<file path="src/rtl/axi_read_sched.sv">
// Purpose: shares one AXI4 AR/R read channel between dsram, dcache, isram and icache
//          requesters with fixed priority (0 highest) and one burst outstanding; reads
//          whose line matches the in-flight write are held back until the write ends.
// Latency: request in IDLE at t -> arvalid at t+1; ack at t+1 if arready; rlast at t -> next arvalid at t+2.
// Backpressure: arvalid/fields held until arready; rready is high only while a burst is owned.
// Ports:
//   i_clk/i_rst_n              clock, synchronous active-low reset
//   i_req/i_addr/i_len/i_size  per-requester read request and AR fields
//   i_write_process/_address   in-flight write burst, used for the line hazard compare
//   o_ack/o_rvalid/o_rlast/o_rdata/o_rbeat  per-owner ack and beat delivery
//   o_len_err/o_busy           sticky burst-length error, scheduler busy
//   ar*/r*                     AXI4 AR and R channels
module axi_read_sched #(
  parameter int LINE_BYTE_OFFSET = 6,
  parameter int NREQ             = 4
) (
  input  logic                  i_clk,
  input  logic                  i_rst_n,
  input  logic [NREQ-1:0]       i_req,
  input  logic [NREQ-1:0][31:0] i_addr,
  input  logic [NREQ-1:0][7:0]  i_len,
  input  logic [NREQ-1:0][2:0]  i_size,
  input  logic                  i_write_process,
  input  logic [31:0]           i_write_address,
  output logic [NREQ-1:0]       o_ack,
  output logic [NREQ-1:0]       o_rvalid,
  output logic                  o_rlast,
  output logic [31:0]           o_rdata,
  output logic [7:0]            o_rbeat,
  output logic                  o_len_err,
  output logic                  o_busy,
  output logic [3:0]            arid,
  output logic [31:0]           araddr,
  output logic [7:0]            arlen,
  output logic [2:0]            arsize,
  output logic [1:0]            arburst,
  output logic                  arlock,
  output logic [3:0]            arcache,
  output logic [2:0]            arprot,
  output logic                  arvalid,
  input  logic                  arready,
  input  logic [3:0]            rid,
  input  logic [31:0]           rdata,
  input  logic [1:0]            rresp,
  input  logic                  rlast,
  input  logic                  rvalid,
  output logic                  rready
);

  localparam int IDX_W = $clog2(NREQ);

  typedef enum logic [1:0] {S_IDLE, S_AR, S_R} state_t;

  state_t           state_q, state_d;
  logic [IDX_W-1:0] owner_q, owner_d;
  logic [31:0]      araddr_q, araddr_d;
  logic [7:0]       arlen_q, arlen_d;
  logic [2:0]       arsize_q, arsize_d;
  logic             arvalid_q, arvalid_d;
  logic [7:0]       rbeat_q, rbeat_d;
  logic             len_err_q, len_err_d;

  logic [NREQ-1:0]  elig;
  logic [IDX_W-1:0] win;
  logic             any_elig;
  logic             beat;

  // Only one burst is ever outstanding, so ID/response and the byte offset of the
  // write address carry no information here.
  logic unused_inputs;
  assign unused_inputs = ^{rid, rresp, i_write_address[LINE_BYTE_OFFSET-1:0]};

  // Line-granular hazard: a read may not pass a write burst to the same line.
  always_comb begin
    for (int k = 0; k < NREQ; k++) begin
      elig[k] = i_req[k] &&
                !(i_write_process &&
                  (i_addr[k][31:LINE_BYTE_OFFSET] == i_write_address[31:LINE_BYTE_OFFSET]));
    end
  end

  // Scanning from the top down leaves the lowest eligible index as the winner.
  always_comb begin
    win      = '0;
    any_elig = 1'b0;
    for (int k = NREQ - 1; k >= 0; k--) begin
      if (elig[k]) begin
        win      = IDX_W'(k);
        any_elig = 1'b1;
      end
    end
  end

  assign beat = (state_q == S_R) && rvalid;

  always_comb begin
    state_d   = state_q;
    owner_d   = owner_q;
    araddr_d  = araddr_q;
    arlen_d   = arlen_q;
    arsize_d  = arsize_q;
    arvalid_d = arvalid_q;
    rbeat_d   = rbeat_q;
    len_err_d = len_err_q;
    case (state_q)
      S_IDLE: begin
        if (any_elig) begin
          owner_d   = win;
          araddr_d  = i_addr[win];
          arlen_d   = i_len[win];
          arsize_d  = i_size[win];
          arvalid_d = 1'b1;
          state_d   = S_AR;
        end
      end
      S_AR: begin
        if (arready) begin
          arvalid_d = 1'b0;
          rbeat_d   = '0;
          state_d   = S_R;
        end
      end
      S_R: begin
        if (rvalid) begin
          rbeat_d = rbeat_q + 8'd1;
          if (rlast) begin
            if (rbeat_q != arlen_q) begin
              len_err_d = 1'b1;
            end
            state_d = S_IDLE;
          end
        end
      end
      default: state_d = S_IDLE;
    endcase
  end

  always_ff @(posedge i_clk) begin
    if (!i_rst_n) begin
      state_q   <= S_IDLE;
      owner_q   <= '0;
      araddr_q  <= '0;
      arlen_q   <= '0;
      arsize_q  <= '0;
      arvalid_q <= 1'b0;
      rbeat_q   <= '0;
      len_err_q <= 1'b0;
    end else begin
      state_q   <= state_d;
      owner_q   <= owner_d;
      araddr_q  <= araddr_d;
      arlen_q   <= arlen_d;
      arsize_q  <= arsize_d;
      arvalid_q <= arvalid_d;
      rbeat_q   <= rbeat_d;
      len_err_q <= len_err_d;
    end
  end

  assign arid    = 4'(owner_q);
  assign araddr  = araddr_q;
  assign arlen   = arlen_q;
  assign arsize  = arsize_q;
  assign arvalid = arvalid_q;
  assign arburst = 2'b01;
  assign arlock  = 1'b0;
  assign arcache = 4'd0;
  assign arprot  = 3'd0;
  assign rready  = (state_q == S_R);

  // Ack and beat delivery follow the AXI handshakes in the same cycle.
  assign o_ack     = (arvalid_q && arready) ? (NREQ'(1) << owner_q) : '0;
  assign o_rvalid  = beat ? (NREQ'(1) << owner_q) : '0;
  assign o_rlast   = beat && rlast;
  assign o_rdata   = beat ? rdata : 32'd0;
  assign o_rbeat   = rbeat_q;
  assign o_len_err = len_err_q;
  assign o_busy    = (state_q != S_IDLE);

endmodule

</file>
<file path="config.mk">
export PLATFORM = sky130hd
export DESIGN_NAME = axi_read_sched
export DESIGN_NICKNAME = d
export VERILOG_FILES = /design/src/rtl/axi_read_sched.sv
export SDC_FILE = /design/constraint.sdc
export NUM_CORES = 1
export LEC_CHECK = 0
export CAP_MARGIN = 30
export CORE_AREA = 3 3 140 142
export DETAILED_ROUTE_END_ITERATION = 16
export DIE_AREA = 0 0 143 145
export GPL_ROUTABILITY_DRIVEN = 0
export GPL_TIMING_DRIVEN = 0
export PLACE_DENSITY = 0.69
export SLEW_MARGIN = 20
export SYNTH_ARGS = -nofsm -noshare
export SYNTH_HDL_FRONTEND = slang
export SYNTH_SLANG_ARGS = --single-unit
</file>
<file path="constraint.sdc">
create_clock -name i_clk -period 6.5 [get_ports i_clk]
set_input_delay 0.975 -clock i_clk [delete_from_list [all_inputs] [get_ports i_clk]]
set_output_delay 0.975 -clock i_clk [all_outputs]
set_load 0.01 [all_outputs]
</file>
==> flow_summary.json, run 1 <==
{
  "htreeDepth": 3,
  "layout_commonest_cell": "clkdlybuf4s50_1",
  "final_cell_mix": "clkdlybuf4s50_1, xnor2_1, mux2i_1",
  "wl_mm": 24.8,
  "ys_warn_count": 0,
  "start_util": 0.265,
  "dp.cells": 1112,
  "slew_violations": 0,
  "wl_met2_mm": 11.8,
  "clock-sinks": 57,
  "yosys.area_share.simple": 0.175,
  "ctsHoldBuffers": 0,
  "cp-start-kind": "input port",
  "p_sw_uw": 449,
  "grt_setup_unrepaired": "false",
  "ys_seq_elements": 57,
  "synth.yosys.seq_area_share": 0.232,
  "end_kind": "register",
  "clock_path_buffers": 2,
  "cts_resized": 0,
  "drc_errors": 0,
  "multi_input_area_um2": 3350,
  "worstMarginPinSlew_ns": 0.699,
  "syn_inst": 559,
  "top_layer": "met5",
  "fillCellCount": 1819,
  "fin_area_um2": 8710,
  "synth-xor-area-share": 0.210,
  "cp.required_ns": 6.69,
  "die_w_um": 143,
  "port_buffers": 309,
  "area_growth_pct": 77.1,
  "synth.avg_cell_area_um2": 8.79,
  "worstHoldStart": "araddr[2]$_SDFFE_PN0P_",
  "num_rows": 50,
  "ir_drop_mv": 0.118,
  "clk_latency_ns": 0.34,
  "initialDrtViolationCount": 278,
  "path_max_fanout": 10,
  "r2r_slack_ns": 4.47,
  "utilization": 0.469,
  "crit_arrival_ns": 4.39,
  "cts_buffers": 9,
  "route.met3.wl_mm": 2.28,
  "grt_usage": 0.229,
  "synth_top_family_by_area": "XOR/XNOR gates",
  "ios": 362,
  "dieHeight_um": 145,
  "ant_nets": 0,
  "synth_area_um2": 4920,
  "grt_pass1_wl_mm": 35.8,
  "reg2reg_from": "state_q[1]$_SDFFE_PN0P_",
  "wl_per_cell_um": 22.0,
  "synth_fa_ha_area_frac": 0.00255,
  "fin_crit_sh": 0.646,
  "skew_ns": 0.00646,
  "hp-class": "reg -> reg",
  "p_int_uw": 1090,
  "maxSlewHeadroom": 0.534,
  "core_um2": 18600,
  "cts_tree": "done",
  "drive_gt1_frac": 0.0761,
  "dp.final_hpwl_mm": 20.4,
  "setup_ws_ns": 2.30,
  "antenna_found_initial": 3,
  "area.sequential_um2": 1140,
  "synthMuxAreaShare": 0.175,
  "synthArstFlopShare": 0,
  "clk_pin_slew_ns": 0.06,
  "setup_viol": 0,
  "drt-pass1-iter-count": 4,
  "worstHoldEndpoint": "araddr[2]$_SDFFE_PN0P_",
  "synth_edf_count": 0,
  "grt_overflow": 0,
  "place_area_um2": 8340,
  "synthFlopType": "dfxtp_1",
  "post-cts-setup-buffers": 0,
  "num_vias": 5619,
  "combPwrFrac": 0.352,
  "p_clk_frac": 0.380,
  "pwr_density_cell_nw_per_um2": 177,
  "num-nets-final": 1142,
  "synthDistinctLibCells": 38,
  "outcome": "finished clean",
  "grt_pass1_vias": 5787,
  "path_class": "in -> reg",
  "r2r_cells": 8,
  "grt_max_degree": 11,
  "p_leak_uw": 0.00318,
  "whs_path_depth": 2,
  "p_sw_frac": 0.291,
  "fin_crit_ns": 4.20,
  "dieArea_um2": 20700,
  "cap_viol_max_count": 0,
  "instances_no_fill": 1129,
  "detailedPlace.worstSlack_ns": 2.02,
  "cts_root_buffer": "clkbuf_16",
  "r2r-end": "o_rbeat[7]$_SDFFE_PN0P_",
  "avgViaCountPerCell": 4.98,
  "max_freq_mhz": 238,
  "drt-met1-wl_mm": 9.96,
  "seq_power_share": 0.268,
  "synth_compound_area_frac": 0.110,
  "finalHoldViolations": 0,
  "tns_ns": 0
}
logic make-up after synthesis:
kind of cell               count (synthesis)
buffers and inverters                     77
adders and majority gates                  1
xor gates and xnor gates                 118
DFF                                       57
muxes                                     86
and+or+nand+nor                          157
other                                      2
AOI/OAI and AO/OA                         61
synthesized netlist by cell type (all sizes together) (2+ instances only):
library cell | number | area (um^2)
a21boi | 5 | 37.5
a22oi | 2 | 15.0
and3 | 34 | 213
buf | 47 | 347
clkbuf | 28 | 105
conb | 2 | 7.51
dfxtp | 57 | 1140
inv | 2 | 7.51
mux2i | 86 | 861
nand2 | 11 | 41.3
nand2b | 2 | 12.5
nand3 | 50 | 250
nand4 | 26 | 163
nor2 | 15 | 56.3
nor2b | 5 | 31.3
nor3 | 4 | 20.0
nor4 | 4 | 25.0
o221ai | 43 | 377
o41a | 2 | 22.5
o41ai | 3 | 41.3
or4 | 2 | 18.8
xnor2 | 105 | 920
xor2 | 13 | 114
state kept, by name, summed over array words and instances, names as in the netlist:
register,flops
araddr,32
arlen,8
o_rbeat,8
arsize,3
owner_q,2
state_q,2
arvalid,1
o_len_err,1
worst max-delay path: stages:
cell,delay [ns]
clkdlybuf4s50_1,0.46
xnor2_1,0.37
nand4_1,0.14
or4_4,0.55
o41ai_2,0.46
nor2_1,0.11
o211ai_2,0.51
clkbuf_1,0.60
o221ai_1,0.20
power by group through the flow:
stage	sequential [uW]	combinational (uW)	clock [uW]
after floorplan	429	223	0
after global placement	419	541	0
after detailed placement	419	543	0
after CTS	413	546	599
after global routing	417	578	615
final	413	543	586
metrics by stage:
stage,hold slack [ns],power (uW)
after floorplan,0.500,652
after global placement,0.465,960
after detailed placement,0.468,962
after CTS,0.485,1560
after global routing,0.515,1610
final,0.484,1540
area by class of cell:
class                      instances  share of cell area
tap                              234              0.0336
timing repair buffer             309               0.355
antenna                            1            0.000287
buffer                            75              0.0519
sequential                        57               0.131
clock inverter                     4              0.0112
clock buffer                      12              0.0306
multi-input combinational        435               0.385
inverter                           2            0.000862
per-layer routing:
metal | up-vias | track usage
li1 | 2680 | -
met1 | 2609 | 0.274
met2 | 284 | 0.385
met3 | 42 | 0.0728
met4 | 4 | 0.0779
met5 | - | 0
how the worst max path moves through the flow:
| stage | cells past startpoint | endpoint | startpoint | slack [ns] |
|---|---|---|---|---|
| after floorplan | 9 | araddr[13]$_SDFFE_PN0P_ | i_write_address[10] | 3.23 |
| after global placement | 9 | araddr[27]$_SDFFE_PN0P_ | i_addr[95] | 2.02 |
| after detailed placement | 9 | arlen[2]$_SDFFE_PN0P_ | i_addr[95] | 2.02 |
| after CTS | 9 | araddr[26]$_SDFFE_PN0P_ | i_addr[95] | 2.37 |
| after global routing | 9 | arlen[2]$_SDFFE_PN0P_ | i_addr[95] | 2.21 |
| final | 9 | araddr[26]$_SDFFE_PN0P_ | i_addr[95] | 2.30 |
(Power assumes the default switching activity.)
==> run 2: changes to the inputs <==
Settings changed: PLACE_DENSITY 0.69 to 0.71.
Clock period 6.5 ns to 3.81 ns, I/O delays scaled along.
==> run 2 against run 1 <==
Net effect:
- sequential share of layout area about the same
- clock power up 64%
- register-to-register slack got worse by 2.7 ns
- critical path depth unchanged
- clock-buffer cell count down 3
- first-iteration DRC count decreased by 6.5%
- via count fell by 1.6%
==> flow_summary.json, run 2 (synthesis results as in run 1) <==
{
  "outcome": "finished clean",
  "cts_buffers": 9,
  "wl_mm": 24.2,
  "grt_pass1_vias": 5635,
  "path_class": "in -> reg",
  "area_growth_pct": 76.7,
  "end_kind": "register",
  "post-cts-setup-buffers": 0,
  "drt-pass1-iter-count": 4,
  "max_freq_mhz": 274,
  "finalHoldViolations": 0,
  "clk_latency_ns": 0.34,
  "final_cell_mix": "clkdlybuf4s50_1, xnor2_1, mux2i_1",
  "antenna_found_initial": 1,
  "avgViaCountPerCell": 4.90,
  "wl_per_cell_um": 21.4,
  "grt_pass1_wl_mm": 34.9,
  "cp.required_ns": 4.00,
  "setup_viol": 0,
  "path_max_fanout": 10,
  "ios": 362,
  "hp-class": "reg -> reg",
  "initialDrtViolationCount": 260,
  "cp-start-kind": "input port",
  "grt_setup_unrepaired": "false",
  "pwr_density_cell_nw_per_um2": 298,
  "skew_ns": 0.00788,
  "core_um2": 18600,
  "whs_ns": 0.480,
  "slew_violations": 0,
  "dieArea_um2": 20700,
  "dp.final_hpwl_mm": 19.9,
  "num_antenna_cells": 0,
  "die_w_um": 143,
  "grt_overflow": 0,
  "ant_nets": 0,
  "ir_drop_mv": 0.247,
  "drive_gt1_frac": 0.0772,
  "crit_arrival_ns": 3.83,
  "cap_viol_max_count": 0,
  "clk_pin_slew_ns": 0.05,
  "htreeDepth": 3,
  "worstMarginPinSlew_ns": 0.671,
  "p_leak_uw": 0.00317,
  "cts_resized": 0,
  "dieHeight_um": 145,
  "total_power_uw": 2580,
  "num-nets-final": 1142,
  "ctsHoldBuffers": 0,
  "clock-sinks": 57,
  "num_rows": 50,
  "port_buffers": 309,
  "setup_ws_ns": 0.164,
  "detailedPlace.worstSlack_ns": -0.288,
  "fin_crit_ns": 3.65,
  "layout_commonest_cell": "clkdlybuf4s50_1",
  "cts_root_buffer": "clkbuf_16",
  "grt_usage": 0.222,
  "largest_reg_flops": 32,
  "num_vias": 5530,
  "grt_max_degree": 12,
  "fin_area_um2": 8680,
  "place_area_um2": 8340,
  "fin_crit_sh": 0.957,
  "start_util": 0.265,
  "drc_errors": 0,
  "cts_tree": "done",
  "r2r_slack_ns": 1.74,
  "maxSlewHeadroom": 0.549,
  "utilization": 0.467,
  "fillCellCount": 1819,
  "clock_path_buffers": 2
}
-- run 2: cell types whose count changed in the layout (fill, tap and decap cells not counted) --
cell / delta
clkinvlp_4: +1
clkbuf_2: +1
clkbuf_8: -3
clkinv_2: +1
buf_1: +1
diode_2: -1
clkbuf_1: -2
clkinv_4: +1
-- run 2: cell type report --
type | instances | area (um^2) | share of cell area
Buffer | 75 | 453 | 0.0522
Clock buffer | 9 | 225 | 0.0259
Clock inverter | 7 | 119 | 0.0137
Inverter | 2 | 7.51 | 0.000864
Multi-Input combinational cell | 435 | 3350 | 0.386
Sequential cell | 57 | 1140 | 0.131
Tap cell | 234 | 293 | 0.0337
Timing Repair Buffer | 309 | 3090 | 0.356
-- run 2: path summary, 6_finish.rpt --
check / start / endpoint / cells after the start
hold / removal: araddr[2]$_SDFFE_PN0P_ / araddr[2]$_SDFFE_PN0P_ / 2
setup / recovery: i_addr[95] / araddr[5]$_SDFFE_PN0P_ / 9
hold reg to reg: araddr[2]$_SDFFE_PN0P_ / araddr[2]$_SDFFE_PN0P_ / 2
setup reg to reg: state_q[0]$_SDFFE_PN0P_ / arlen[5]$_SDFFE_PN0P_ / 6
-- run 2: metrics by stage --
step	setup TNS [ns]	std cells
global route	0	1128
global placement	-6.06	1112
detailed placement	-6.38	1112
CTS	0	1128
finish	0	1128
floorplan	0	569
-- run 2: worst max-delay path, stage by stage --
cell,delay (ns)
clkdlybuf4s50_1,0.46
xnor2_1,0.34
nand4_1,0.14
or4_4,0.54
o41ai_2,0.46
nor2_1,0.11
o211ai_2,0.50
buf_1,0.53
o221ai_1,0.19
-- run 2: power breakdown --
part / total (uW) / switching, uW / internal (uW)
logic: 923 / 408 / 514
registers: 701 / 43.1 / 658
clock network: 960 / 322 / 638
-- run 2: per-layer routing --
layer / track usage / up-vias / wire [um]
met2: 0.386 / 283 / 11900
met4: 0.0528 / 2 / 393
met3: 0.0606 / 28 / 2020
met1: 0.271 / 2542 / 9850
li1: - / 2675 / -
met5: 0 / - / 20
